--- config.mk ---
export PLATFORM = sky130hd
export DESIGN_NAME = run_step_controller
export DESIGN_NICKNAME = d
export VERILOG_FILES = /design/src/rtl/run_step_controller_pkg.sv /design/src/rtl/run_step_controller_button_conditioner.sv /design/src/rtl/run_step_controller.sv
export SDC_FILE = /design/constraint.sdc
export NUM_CORES = 1
export LEC_CHECK = 0
export BUFFER_PORTS_ARGS = -buffer_cell sky130_fd_sc_hd__buf_2
export CAP_MARGIN = 30
export CORE_MARGIN = 3
export CORE_UTILIZATION = 53
export DETAILED_ROUTE_END_ITERATION = 12
export GPL_TIMING_DRIVEN = 0
export HOLD_SLACK_MARGIN = 0.06
export PLACE_DENSITY = 0.79
export SETUP_SLACK_MARGIN = 0.05
export SLEW_MARGIN = 20
export SYNTH_ARGS = -nofsm -noshare
export SYNTH_HDL_FRONTEND = slang
export SYNTH_SLANG_ARGS = --single-unit
--- constraint.sdc ---
create_clock -name clk -period 2 [get_ports clk]
set_clock_uncertainty 0.05 [all_clocks]
set_input_delay 0.1 -clock clk [delete_from_list [all_inputs] [get_ports clk]]
set_output_delay 0.1 -clock clk [all_outputs]
set_load 0.1 [all_outputs]
--- src/rtl/run_step_controller_pkg.sv ---
// Shared state encoding for the run/step front-panel controller.
// The encoding doubles as the externally visible mode value.
package rsc_pkg;

  localparam int unsigned STATE_W = 2;

  typedef enum logic [STATE_W-1:0] {
    ST_IDLE   = 2'b00,
    ST_RUN    = 2'b01,
    ST_STEP   = 2'b10,
    ST_HALTED = 2'b11
  } state_t;

endpackage

--- src/rtl/run_step_controller_button_conditioner.sv ---
// Pushbutton conditioning: 2-flop synchronizer, debounce counter and
// rising-edge press detector producing a one-cycle evt per press.
module button_conditioner #(
  parameter int unsigned DB_CYCLES = 16
) (
  input  logic clk,
  input  logic reset,
  input  logic raw,
  output logic level,
  output logic evt
);

  localparam int unsigned CNT_W = $clog2(DB_CYCLES + 1);

  logic             sync1_q;
  logic             sync2_q;
  logic             level_q;
  logic             level_d;
  logic             level_prev_q;
  logic [CNT_W-1:0] cnt_q;
  logic [CNT_W-1:0] cnt_d;

  // Any agreeing sample restarts the count, so only an unbroken run of
  // DB_CYCLES differing samples moves the level.
  always_comb begin
    level_d = level_q;
    cnt_d   = '0;
    if (sync2_q != level_q) begin
      if (cnt_q == CNT_W'(DB_CYCLES - 1)) begin
        level_d = ~level_q;
      end else begin
        cnt_d = cnt_q + 1'b1;
      end
    end
  end

  always_ff @(posedge clk) begin
    if (reset) begin
      sync1_q      <= 1'b0;
      sync2_q      <= 1'b0;
      level_q      <= 1'b0;
      level_prev_q <= 1'b0;
      cnt_q        <= '0;
    end else begin
      sync1_q      <= raw;
      sync2_q      <= sync1_q;
      level_q      <= level_d;
      level_prev_q <= level_q;
      cnt_q        <= cnt_d;
    end
  end

  assign level = level_q;
  assign evt   = level_q & ~level_prev_q;

endmodule

--- src/rtl/run_step_controller.sv ---
// Front-panel run/step/halt sequencer driving the CPU clock-enable.
// Optional breakpoint stop support is compiled in with RSC_BREAKPOINT_EN.
module run_step_controller
  import rsc_pkg::*;
#(
  parameter int unsigned DB_CYCLES = 16
) (
  input  logic               clk,
  input  logic               reset,
  input  logic               run_btn,
  input  logic               step_btn,
  input  logic               cycle_done,
  input  logic               cpu_halt,
`ifdef RSC_BREAKPOINT_EN
  input  logic               bp_hit,
  output logic               bp_stop,
`endif
  output logic               cpu_en,
  output logic [STATE_W-1:0] mode,
  output logic               run_evt,
  output logic               step_evt
);

  state_t state_q;
  state_t state_d;
  logic   run_level;
  logic   step_level;

  button_conditioner #(.DB_CYCLES(DB_CYCLES)) u_run_cond (
    .clk   (clk),
    .reset (reset),
    .raw   (run_btn),
    .level (run_level),
    .evt   (run_evt)
  );

  button_conditioner #(.DB_CYCLES(DB_CYCLES)) u_step_cond (
    .clk   (clk),
    .reset (reset),
    .raw   (step_btn),
    .level (step_level),
    .evt   (step_evt)
  );

`ifdef RSC_BREAKPOINT_EN
  logic bp_stop_q;
  logic bp_stop_d;
`endif

  always_comb begin
    state_d = state_q;
`ifdef RSC_BREAKPOINT_EN
    bp_stop_d = bp_stop_q;
    if (run_evt || step_evt) begin
      bp_stop_d = 1'b0;
    end
`endif
    case (state_q)
      ST_IDLE: begin
        if (run_evt) begin
          state_d = ST_RUN;
        end else if (step_evt) begin
          state_d = ST_STEP;
        end
      end
      ST_RUN: begin
        if (cpu_halt) begin
          state_d = ST_HALTED;
`ifdef RSC_BREAKPOINT_EN
        end else if (bp_hit) begin
          state_d   = ST_IDLE;
          bp_stop_d = 1'b1;
`endif
        end else if (run_evt) begin
          state_d = ST_IDLE;
        end
      end
      ST_STEP: begin
        if (cpu_halt) begin
          state_d = ST_HALTED;
        end else if (cycle_done) begin
          state_d = ST_IDLE;
        end
      end
      ST_HALTED: begin
        state_d = ST_HALTED;
      end
      default: begin
        state_d = ST_IDLE;
      end
    endcase
  end

  always_ff @(posedge clk) begin
    if (reset) begin
      state_q <= ST_IDLE;
    end else begin
      state_q <= state_d;
    end
  end

`ifdef RSC_BREAKPOINT_EN
  always_ff @(posedge clk) begin
    if (reset) begin
      bp_stop_q <= 1'b0;
    end else begin
      bp_stop_q <= bp_stop_d;
    end
  end

  assign bp_stop = bp_stop_q;
`endif

  assign mode   = state_q;
  assign cpu_en = (state_q == ST_RUN) || (state_q == ST_STEP);

  // Debounced levels are only consumed as press events.
  logic unused_levels;
  assign unused_levels = run_level ^ step_level;

endmodule
Word-level counts from Yosys, hierarchy flattened
Index checks and enable logic that the tools add are counted.
Widths: inputs -> output; s select.
- add/sub/neg operators: 2
- equality and inequality tests: 10
- muxes and demuxes: 7
- bitwise gates (word level): 8
- reductions and logical operators: 7
- operators with widths (kind ; number):
    $mux 2 ; 6
    $add 5x1->5 const B ; 2
    $eq 5x4->1 const B ; 2
    $ne 3x3->1 const B ; 3
    $pmux 2 s4 ; 1
    $not 1->1 ; 6
    $reduce_or 3->1 ; 2
    $eq 2x2->1 const B ; 2
    $reduce_and 2->1 ; 2
    $reduce_and 3->1 ; 1
    $and 1x1->1 ; 2
    $eq 2x1->1 const B ; 1
    $logic_not 2->1 ; 1
    $ne 1x1->1 ; 2
    $logic_or 1x1->1 ; 1
- bits in registers: 20
- logic and storage cells: 45

Depth between registers and ports, before layout
Gate-level depths: netlist (run 1).
- depth in word-level cells: 5
- depth in mapped cells: 6

Cells and area by module
From an unflattened synthesis (run 1), not the netlist that was laid out.
- cells, all modules: 83
- area, all modules: 835.8 um2
- modules (own cells, without submodules) (module ; times used ; cells an instance ; area an instance (um2) ; seq. area each (um2)):
    button_conditioner ; 2 ; 30 ; 319.1 ; 180.2
    run_step_controller ; 1 ; 23 ; 197.7 ; 40.0

Worst setup path before layout (run 1)
Ideal clock, no wire load.
- kind: register to register
- start: register state_q[0], in the netlist mode[0]
- end: register state_q[1], in the netlist mode[1]
- library setup time: 58 ps
- data arrival time: 2793 ps
- path slack: -902 ps
- stages on the path, launching flop included: 7
- buffers on the path: 0
- clock period less this slack: 2902 ps
- cells stage by stage: dfxtp_1 -> inv_1 -> ha_1 -> a211oi_1 -> or2_2 -> a21oi_1 -> mux2_1
- word-level cells in the longest chain between the ends: 3
- elaborated cells on any way between the ends: 9
- ends and longest elaborated chain (element ; RTL line ; source):
    start: declaration ; run_step_controller.sv:24 ; state_t state_q;
    start signal: assignment ; run_step_controller.sv:98 ; state_q <= state_d;
    $eq 2x1->1 (tied with other cells) ; run_step_controller.sv:58 ; case (state_q)
    $ne 3x3->1 (no line) ; -- ;
    $reduce_and 3->1 (no line) ; -- ;
Several ways; a longest one is shown, not always the timed one.
A chain may end at the register's enable or synchronous reset.

Final worst setup path (run 1)
- start: register state_q[1], in the netlist mode[1]
- end: output port cpu_en
- word-level cells in the longest chain between the ends: 2
- elaborated cells on any way between the ends: 3
- ends and longest elaborated chain (element ; RTL line ; source):
    $eq 2x1->1 or $eq 2x2->1 (tied branches) ; run_step_controller.sv:115 ; assign cpu_en = (state_q == ST_RUN) || (state_q == ST_STEP);
    $logic_or 1x1->1 (*) ; run_step_controller.sv:115 ;
    end: declaration ; run_step_controller.sv:18 ; output logic cpu_en,
Mark *: on every way between the ends. The rest lies on a longest branch, timed or not.

==> results of run 1 <==
[synthesized netlist by cell type]
cell type	number	area [sq um]
o21ai_1	1	5.00
nor2b_1	6	37.5
mux2i_1	2	20.0
ha_1	9	113
or2_2	1	6.26
a211oi_1	1	7.51
xnor2_1	4	35.0
or3_1	1	6.26
or3_4	1	11.3
clkbuf_1	1	3.75
o22ai_2	1	12.5
nand3_1	2	10.0
a21oi_1	2	10.0
and3_1	2	12.5
mux2_1	2	22.5
inv_1	8	30.0
nand2b_2	1	8.76
a21oi_2	1	8.76
xor2_1	2	17.5
dfxtp_1	20	400
nor2_1	16	60.1
[per-layer routing]
| metal | track usage (%) | routed length (um) |
|---|---|---|
| met5 | 0 | 0 |
| met2 | 27.3 | 666 |
| met3 | 2.37 | 44 |
| met4 | 5.11 | 0 |
| met1 | 18.4 | 593 |
[per-stage QoR]
step	setup slack, ns	total power [uW]
2_1_floorplan	0.0914	625
3_3_place_gp	0.407	644
3_5_place_dp	0.394	651
4_1_cts	0.368	879
5_1_grt	0.271	914
6_report	0.381	869
[kinds of logic (layout without fill, tap and decap cells)]
group	after synthesis	count (layout)	synth area share [%]
AO/OA/AOI/OAI	6	6	5.22
XOR/XNOR	6	6	6.27
adder cells (fa/ha/maj)	9	9	13.4
buffers and inverters	9	25	4.03
flip-flops	20	20	47.8
multiplexers	4	4	5.07
AND/OR/NAND/NOR	30	30	18.2
[power groups by stage]
| stage | registers, uW | clock network (uW) | logic (uW) |
|---|---|---|---|
| CTS | 423 | 234 | 222 |
| floorplan | 481 | 0 | 143 |
| global placement | 430 | 0 | 214 |
| global route | 427 | 254 | 233 |
| detailed placement | 432 | 0 | 218 |
| finish | 423 | 225 | 221 |
[critical path: cells and delay by family (launching register included)]
| kind | cells | cell delay (ns) |
|---|---|---|
| buffers and inverters | 2 | 0.51 |
| adders and majority gates | 1 | 0.29 |
| DFF | 1 | 0.38 |
[worst paths after layout]
kind                                           start                    to  slack, ns  cells past startpoint
worst max register to register   u_run_cond.cnt_q[0]   u_run_cond.cnt_q[3]       0.38                      5
worst max-delay path                         mode[1]                cpu_en       0.38                      3
worst min-delay path                           reset   u_run_cond.cnt_q[1]       0.09                      3
worst min register to register  u_step_cond.cnt_q[0]  u_step_cond.cnt_q[0]       0.40                      1
[flip-flops by register name, summed over array words and instances, names as in the netlist]
register                  cells
mode                          2
u_run_cond.cnt_q              5
u_run_cond.level              1
u_run_cond.level_prev_q       1
u_run_cond.sync1_q            1
u_run_cond.sync2_q            1
u_step_cond.cnt_q             5
u_step_cond.level             1
u_step_cond.level_prev_q      1
u_step_cond.sync1_q           1
u_step_cond.sync2_q           1
[area by class of cell]
class	count	area [sq um]	share of cell area (%)
sequential	20	408	41.5
buffer	1	3.75	0.382
inverter	8	30.0	3.05
clock buffer	4	36.3	3.69
tap	15	18.8	1.91
timing repair buffer	12	70.1	7.12
multi-input combinational	55	417	42.4
[what timing repair did]
item | in CTS | in global routing
resized for setup | 0 | 0
setup buffers | 0 | 0
hold endpoints to repair | 2 | 0
setup endpoints to repair | 0 | 0
hold buffers | 2 | 0
==> results.txt, run 1 <==
first-pass GRT wire length -> 2.31 mm
crit end category -> primary output
Synth warnings -> 0
Combinational Power Share -> 25.4%
# fillers -> 116
commonest non-fill, non-tap cell in the layout -> dfxtp_1
Die W -> 45.8 um
setup TNS -> 0 ns
antenna-violating nets left -> 0
Yosys reg bits -> 20
Max-Cap Viols -> 0
Placed Area -> 927 sq um
syn nets -> 99
Core Box Area -> 1380 sq um
final net count -> 116
DRC -> 0
# setup viols final -> 0
share of post-route cells with drive strength above 1 -> 22.0%
GRT Util Overall -> 15.3%
vias in the first global route -> 589
synthesis-to-layout area growth -> 17.3%
Port Buffers -> 10
Final Max Slew Viols -> 0
fin crit share -> 80.9%
Initial Util -> 60.6%
Peak Freq -> 618 MHz
HPWL after DPL -> 1.01 mm
largest net degree at the start of global routing -> 12
CP startpoint kind -> register
fin area -> 983 sq um
Flop pwr share -> 48.7%
Sw Share -> 32.7%
initial antenna violation count -> 0
RePlAce Congestion -> 0.660
Leak -> 0.000424 uW
crit-path cells -> inv_1 > ha_4 > buf_2
Clock Path Buffers -> 2
Die Height -> 45.8 um
routed len/inst -> 11.3 um
synthesized area -> 838 sq um
drt first-iter violations -> 6
Min-Delay Path Class -> input pin to register
drt pass-1 iters -> 4
Internal -> 585 uW
crit-path max cell delay -> 0.41 ns
Worst VDD drop -> 708 uV
via/cell ratio -> 5.05
status -> finished, final reports clean
P_sw -> 284 uW
leading cell types in the layout, fill and taps excluded -> dfxtp_1, nor2_1, buf_2
CTS tree -> yes
hold slack -> 0.0917 ns
Layout Utilization -> 71.1%
row cnt -> 13
synthesized instance count -> 84
critical path data arrival time -> 1.47 ns
I/O pin cnt -> 11
final hold viol count -> 0
sequential area share after synthesis -> 47.8%
Least-Margin Pin Slew -> 0.489 ns
min Tclk post-route -> 1.62 ns
unrepaired setup endpoints after global routing -> no
Clock transition at path regs -> 0.11 ns
Num CTS Buffers -> 3
final wirelength -> 1.30 mm
mean post-synth cell area -> 9.98 sq um
final non-filler cell total -> 115
Cells after DPL -> 109
Yosys cell types -> 21
Die ar. -> 2090 sq um
H-Tree Depth -> 1
CTS root buffer -> clkbuf_4
clk_lat worst skew -> 0.29 ns
Num Clock Sinks -> 20
Rel. slew slack -> 67.6%
CP Max Fanout -> 4
required time of the worst setup path -> 1.85 ns
via count -> 581
n_diodes -> 0
power per cell area -> 883 nW/um^2
CP Class -> register to primary output
total global routing overflow -> 0
clock power share -> 25.9%
Slowest-stage cell, CP -> buf_2
No activity file was read; power rests on OpenSTA's default activity.
==> run 2, diff against run 1 <==
- clock period: 2 -> 1.51 ns (I/O delays scaled with it)
==> run 2 against run 1 <==
Compared with the run above:
- clock-buffer cell count is the same
- register-to-register slack got worse by 0.34 ns
- non-clock buffer count is 7 higher
- first-iteration DRC count is 50% higher
- final cell count rose by 6.1%
- hold slack better by 0.0072 ns
- utilization up 13 points
- largest power group unchanged
- worst setup slack worse by 0.34 ns
- total power increased by 38%
- wire length is 26% higher
- final area grew 18%
==> results.txt, run 2 (same netlist as run 1, synthesis figures left out) <==
status -> finished, final reports clean
min Tclk post-route -> 1.47 ns
vias in the first global route -> 621 (+5.4%)
CP Class -> register to register
CTS root buffer -> clkbuf_4
Leak -> 0.000449 uW (+5.9%)
Core Box Area -> 1380 sq um (unchanged)
Worst VDD drop -> 830 uV (+17%)
drt first-iter violations -> 9 (+3)
Port Buffers -> 10 (unchanged)
via count -> 635 (+9.3%)
hold slack -> 0.0990 ns (+0.00724 ns)
Min-Delay Path Class -> input pin to register
share of post-route cells with drive strength above 1 -> 53.3% (+31 points)
row cnt -> 13 (unchanged)
largest net degree at the start of global routing -> 12 (unchanged)
antenna-violating nets left -> 0 (unchanged)
CTS tree -> yes
Peak Freq -> 681 MHz
H-Tree Depth -> 1 (unchanged)
clk_lat worst skew -> 0.29 ns (about the same)
I/O pin cnt -> 11 (unchanged)
via/cell ratio -> 5.20 (+3.0%)
routed len/inst -> 13.5 um (+19%)
final hold viol count -> 0 (unchanged)
Hold Crit Depth -> 3 (unchanged)
Num Clock Sinks -> 20 (unchanged)
HPWL after DPL -> 1.03 mm (+2.0%)
Cells after DPL -> 109 (unchanged)
initial antenna violation count -> 0 (unchanged)
final net count -> 123 (+6.0%)
GRT Util Overall -> 17.4% (+2.1 points)
R2R depth -> 5 (unchanged)
CP startpoint kind -> register
Die W -> 45.8 um (unchanged)
leading cell types in the layout, fill and taps excluded -> dfxtp_1, nor2_2, buf_4
# setup viols final -> 0 (unchanged)
DRC -> 0 (unchanged)
Num CTS Buffers -> 3 (unchanged)
final wirelength -> 1.65 mm (+26%)
total global routing overflow -> 0 (unchanged)
power per cell area -> 1030 nW/um^2 (+16%)
final non-filler cell total -> 122 (+6.1%)
critical path data arrival time -> 1.65 ns (+0.18 ns)
n_diodes -> 0 (unchanged)
drt pass-1 iters -> 3 (-1)
required time of the worst setup path -> 1.70 ns (-0.15 ns)
Clock Path Buffers -> 2 (unchanged)
Max-Cap Viols -> 0 (unchanged)
Least-Margin Pin Slew -> 0.485 ns (-0.00390 ns)
RePlAce Congestion -> 0.703 (+6.6%)
first-pass GRT wire length -> 2.59 mm (+12%)
crit end category -> register
Rel. slew slack -> 67.9% (+0.26 points)
Clock transition at path regs -> 0.11 ns (about the same)
CP Max Fanout -> 5 (+1)
Initial Util -> 60.6% (unchanged)
Final Max Slew Viols -> 0 (unchanged)
Die Height -> 45.8 um (unchanged)
Die ar. -> 2090 sq um (unchanged)
Worst R2R Setup Slack -> 0.04 ns (-0.34 ns)
synthesis-to-layout area growth -> 39.0%
fin crit share -> 97.2%
unrepaired setup endpoints after global routing -> yes
commonest non-fill, non-tap cell in the layout -> dfxtp_1
run 2: cell types whose count changed in the layout (fill, tap and decap cells not counted), sizes merged:
cell      change
inv           -1
clkinvlp      +1
buf           +6
clkbuf        +1
run 2: where the power goes:
| part | leakage (uW) | switching (uW) | internal, uW |
|---|---|---|---|
| sequential | 0.000166 | 17.3 | 547 |
| clock | 0.0000210 | 157 | 147 |
| combinational | 0.000262 | 222 | 106 |
| total | 0.000449 | 397 | 800 |
run 2: final timing paths:
check	to	from
max	u_run_cond.cnt_q[3]	u_run_cond.cnt_q[0]
min	u_step_cond.cnt_q[0]	reset
max reg2reg	u_run_cond.cnt_q[3]	u_run_cond.cnt_q[0]
min reg2reg	u_step_cond.sync2_q	u_step_cond.sync1_q
run 2: final cells by class:
cell class                 instances  area [sq um]
timing repair buffer              19           130
buffer                             1          3.75
sequential                        20           413
clock buffer                       4          36.3
fill                              85           218
tap                               15          18.8
multi-input combinational         55           524
inverter                           8          38.8
run 2: what timing repair did:
action	4_1_cts	5_1_grt
buffers inserted	4	3
resized for setup	16	9
pin swaps	9	10
hold endpoints to repair	2	0
setup endpoints to repair	12	13
hold buffers	2	0
run 2: per-stage QoR:
stage	worst slack, ns	utilization, %	setup TNS [ns]	total power [uW]	instance area (sq um)
2_1_floorplan	-0.284	-	-0.542	854	895
3_3_place_gp	0.0108	69.7	0	879	963
3_5_place_dp	-0.0281	69.7	-0.0998	887	963
4_1_cts	0.0166	81.0	0	1200	1120
5_1_grt	-0.00750	84.3	-0.00750	1250	1160
6_report	0.0419	84.3	0	1200	1160
run 2: worst max-delay path: stages, from the launching register on:
cell and delay, ns:
dfxtp_2 0.35, ha_4 0.15, and3_4 0.18, ha_4 0.15
or3_4 0.41, nor2_2 0.11
run 2: routing by layer:
| layer | wire (um) | vias to the layer above | track usage [%] |
|---|---|---|---|
| met1 | 706 | 298 | 20.8 |
| met5 | 0 | - | 0 |
| met3 | 77 | 4 | 3.16 |
| met2 | 837 | 15 | 29.2 |
| met4 | 24 | 0 | 9.09 |
| li1 | - | 318 | - |
==> run 3, diff against run 2 <==
- PLACE_DENSITY: 0.79 -> 0.76
==> run 3 against run 2 <==
Compared with the run above:
- sequential share of layout area fell by 0.30 points
- hold slack improved by 0.062 ns
- non-clock buffer count is 2 lower
- wire length is 10% lower
- global-route usage down 0.47 points
- largest cell class unchanged
- clock-buffer cell count stayed put
- worst setup slack better by 0.011 ns
- register-to-register slack hardly changed
==> results.txt, run 3 (same netlist as run 1, synthesis figures left out) <==
Max-Cap Viols -> 0 (unchanged)
Placed Area -> 963 sq um (unchanged)
via count -> 605 (-4.7%)
hold slack -> 0.161 ns (+0.0619 ns)
Initial Util -> 60.6% (unchanged)
clk_lat worst skew -> 0.31 ns (+0.02 ns)
Leak -> 0.000443 uW (-1.3%)
largest net degree at the start of global routing -> 12 (unchanged)
Final WS setup -> 0.0525 ns (+0.0106 ns)
unrepaired setup endpoints after global routing -> yes
drt first-iter violations -> 3 (-6)
H-Tree Depth -> 1 (unchanged)
Peak Freq -> 686 MHz (+0.73%)
CTS root buffer -> clkbuf_4
HPWL after DPL -> 903 um (-12%)
GRT Util Overall -> 16.9% (-0.47 points)
Clock transition at path regs -> 0.11 ns (about the same)
CTS tree -> yes
pre-CTS WS -> -0.0178 ns (+0.0102 ns)
CP Max Fanout -> 5 (unchanged)
fin area -> 1170 sq um (+0.86%)
critical path data arrival time -> 1.66 ns (about the same)
synthesis-to-layout area growth -> 40.1%
share of post-route cells with drive strength above 1 -> 52.4% (-0.89 points)
antenna-violating nets left -> 0 (unchanged)
# fillers -> 80 (-5.9%)
crit end category -> register
commonest non-fill, non-tap cell in the layout -> dfxtp_1
drt pass-1 iters -> 3 (unchanged)
Num Clock Sinks -> 20 (unchanged)
Least-Margin Pin Slew -> 0.488 ns (+0.00321 ns)
power per cell area -> 1040 nW/um^2 (+1.1%)
Port Buffers -> 10 (unchanged)
routed len/inst -> 12.3 um (-8.9%)
final net count -> 121 (-1.6%)
via/cell ratio -> 5.04 (-3.1%)
required time of the worst setup path -> 1.71 ns (about the same)
# setup viols final -> 0 (unchanged)
Die Height -> 45.8 um (unchanged)
total global routing overflow -> 0 (unchanged)
Num CTS Buffers -> 3 (unchanged)
initial antenna violation count -> 0 (unchanged)
I/O pin cnt -> 11 (unchanged)
Min-Delay Path Class -> input pin to register
row cnt -> 13 (unchanged)
Core Box Area -> 1380 sq um (unchanged)
Clock Path Buffers -> 2 (unchanged)
final wirelength -> 1.47 mm (-10%)
min Tclk post-route -> 1.46 ns (-0.0106 ns)
RePlAce Congestion -> 0.706 (+0.44%)
CP startpoint kind -> register
leading cell types in the layout, fill and taps excluded -> dfxtp_1, nor2_2, buf_2
Worst VDD drop -> 1030 uV (+24%)
CP Class -> register to register
Cells after DPL -> 109 (unchanged)
final non-filler cell total -> 120 (-1.6%)
Die ar. -> 2090 sq um (unchanged)
final hold viol count -> 0 (unchanged)
Die W -> 45.8 um (unchanged)
status -> finished, final reports clean
vias in the first global route -> 605 (-2.6%)
n_diodes -> 0 (unchanged)
fin crit share -> 96.5% (-0.70 points)
first-pass GRT wire length -> 2.49 mm (-3.7%)
Rel. slew slack -> 67.7% (-0.21 points)
DRC -> 0 (unchanged)
Final Max Slew Viols -> 0 (unchanged)
-- run 3: cell types whose count changed in the layout (fill, tap and decap cells not counted) --
cell and change:
ha_2 -1, mux2_1 -1, nor2b_4 +1, ha_1 +1, nor2_1 -1, nor2_2 -1
nor2b_2 -1, mux2_4 +1, dlygate4sd3_1 +1, buf_4 -4, buf_6 +1, nor2_4 +2
-- run 3: per-stage QoR --
stage               TNS (ns)  total power (uW)  util [%]
detailed placement   -0.0550               888      69.7
global placement           0               879      69.7
finish                     0              1220      85.0
floorplan             -0.542               854         -
CTS                        0              1210      81.4
global route               0              1280      85.0
-- run 3: critical path: stages (launching register included) --
cell	delay (ns)
dfxtp_2	0.35
ha_4	0.16
and3_4	0.18
ha_4	0.15
or3_4	0.41
nor2_1	0.09
-- run 3: metal layers --
layer	share of wire [%]	vias to the layer above	GRT usage, %	routed length, um
met3	3.8	2	4.74	56
met4	1.6	0	8.52	24
li1	-	317	-	-
met1	49	275	20.8	716
met5	0	-	0	0
met2	46	11	26.7	677
-- run 3: timing repair --
action | 4_1_cts | 5_1_grt
buffers inserted | 4 | 0
pin swaps | 8 | 4
hold endpoints to repair | 8 | 0
endpoints found under the setup margin | 12 | 14
resized for setup | 14 | 16
hold buffers | 3 | 0
-- run 3: report_power, final --
group | internal (uW) | total [uW] | switching (uW)
clock network | 147 | 309 | 162
logic | 120 | 346 | 226
registers | 547 | 565 | 17.4
total | 815 | 1220 | 406
-- run 3: final cells by class --
type                            count  area [sq um]  share of cell area, %
Buffer                              1          3.75                  0.319
Clock buffer                        4          36.3                   3.09
Inverter                            8          38.8                   3.30
Multi-Input combinational cell     55           543                   46.2
Sequential cell                    20           413                   35.1
Tap cell                           15          18.8                   1.60
Timing Repair Buffer               17           121                   10.3
-- run 3: final timing paths --
| kind | startpoint | endpoint | slack [ns] | depth (start not counted) |
|---|---|---|---|---|
| max | u_step_cond.cnt_q[0] | u_step_cond.cnt_q[0] | 0.05 | 5 |
| min | cpu_halt | mode[0] | 0.16 | 3 |
| max reg2reg | u_step_cond.cnt_q[0] | u_step_cond.cnt_q[0] | 0.05 | 5 |
| min reg2reg | u_run_cond.sync1_q | u_run_cond.sync2_q | 0.41 | 1 |
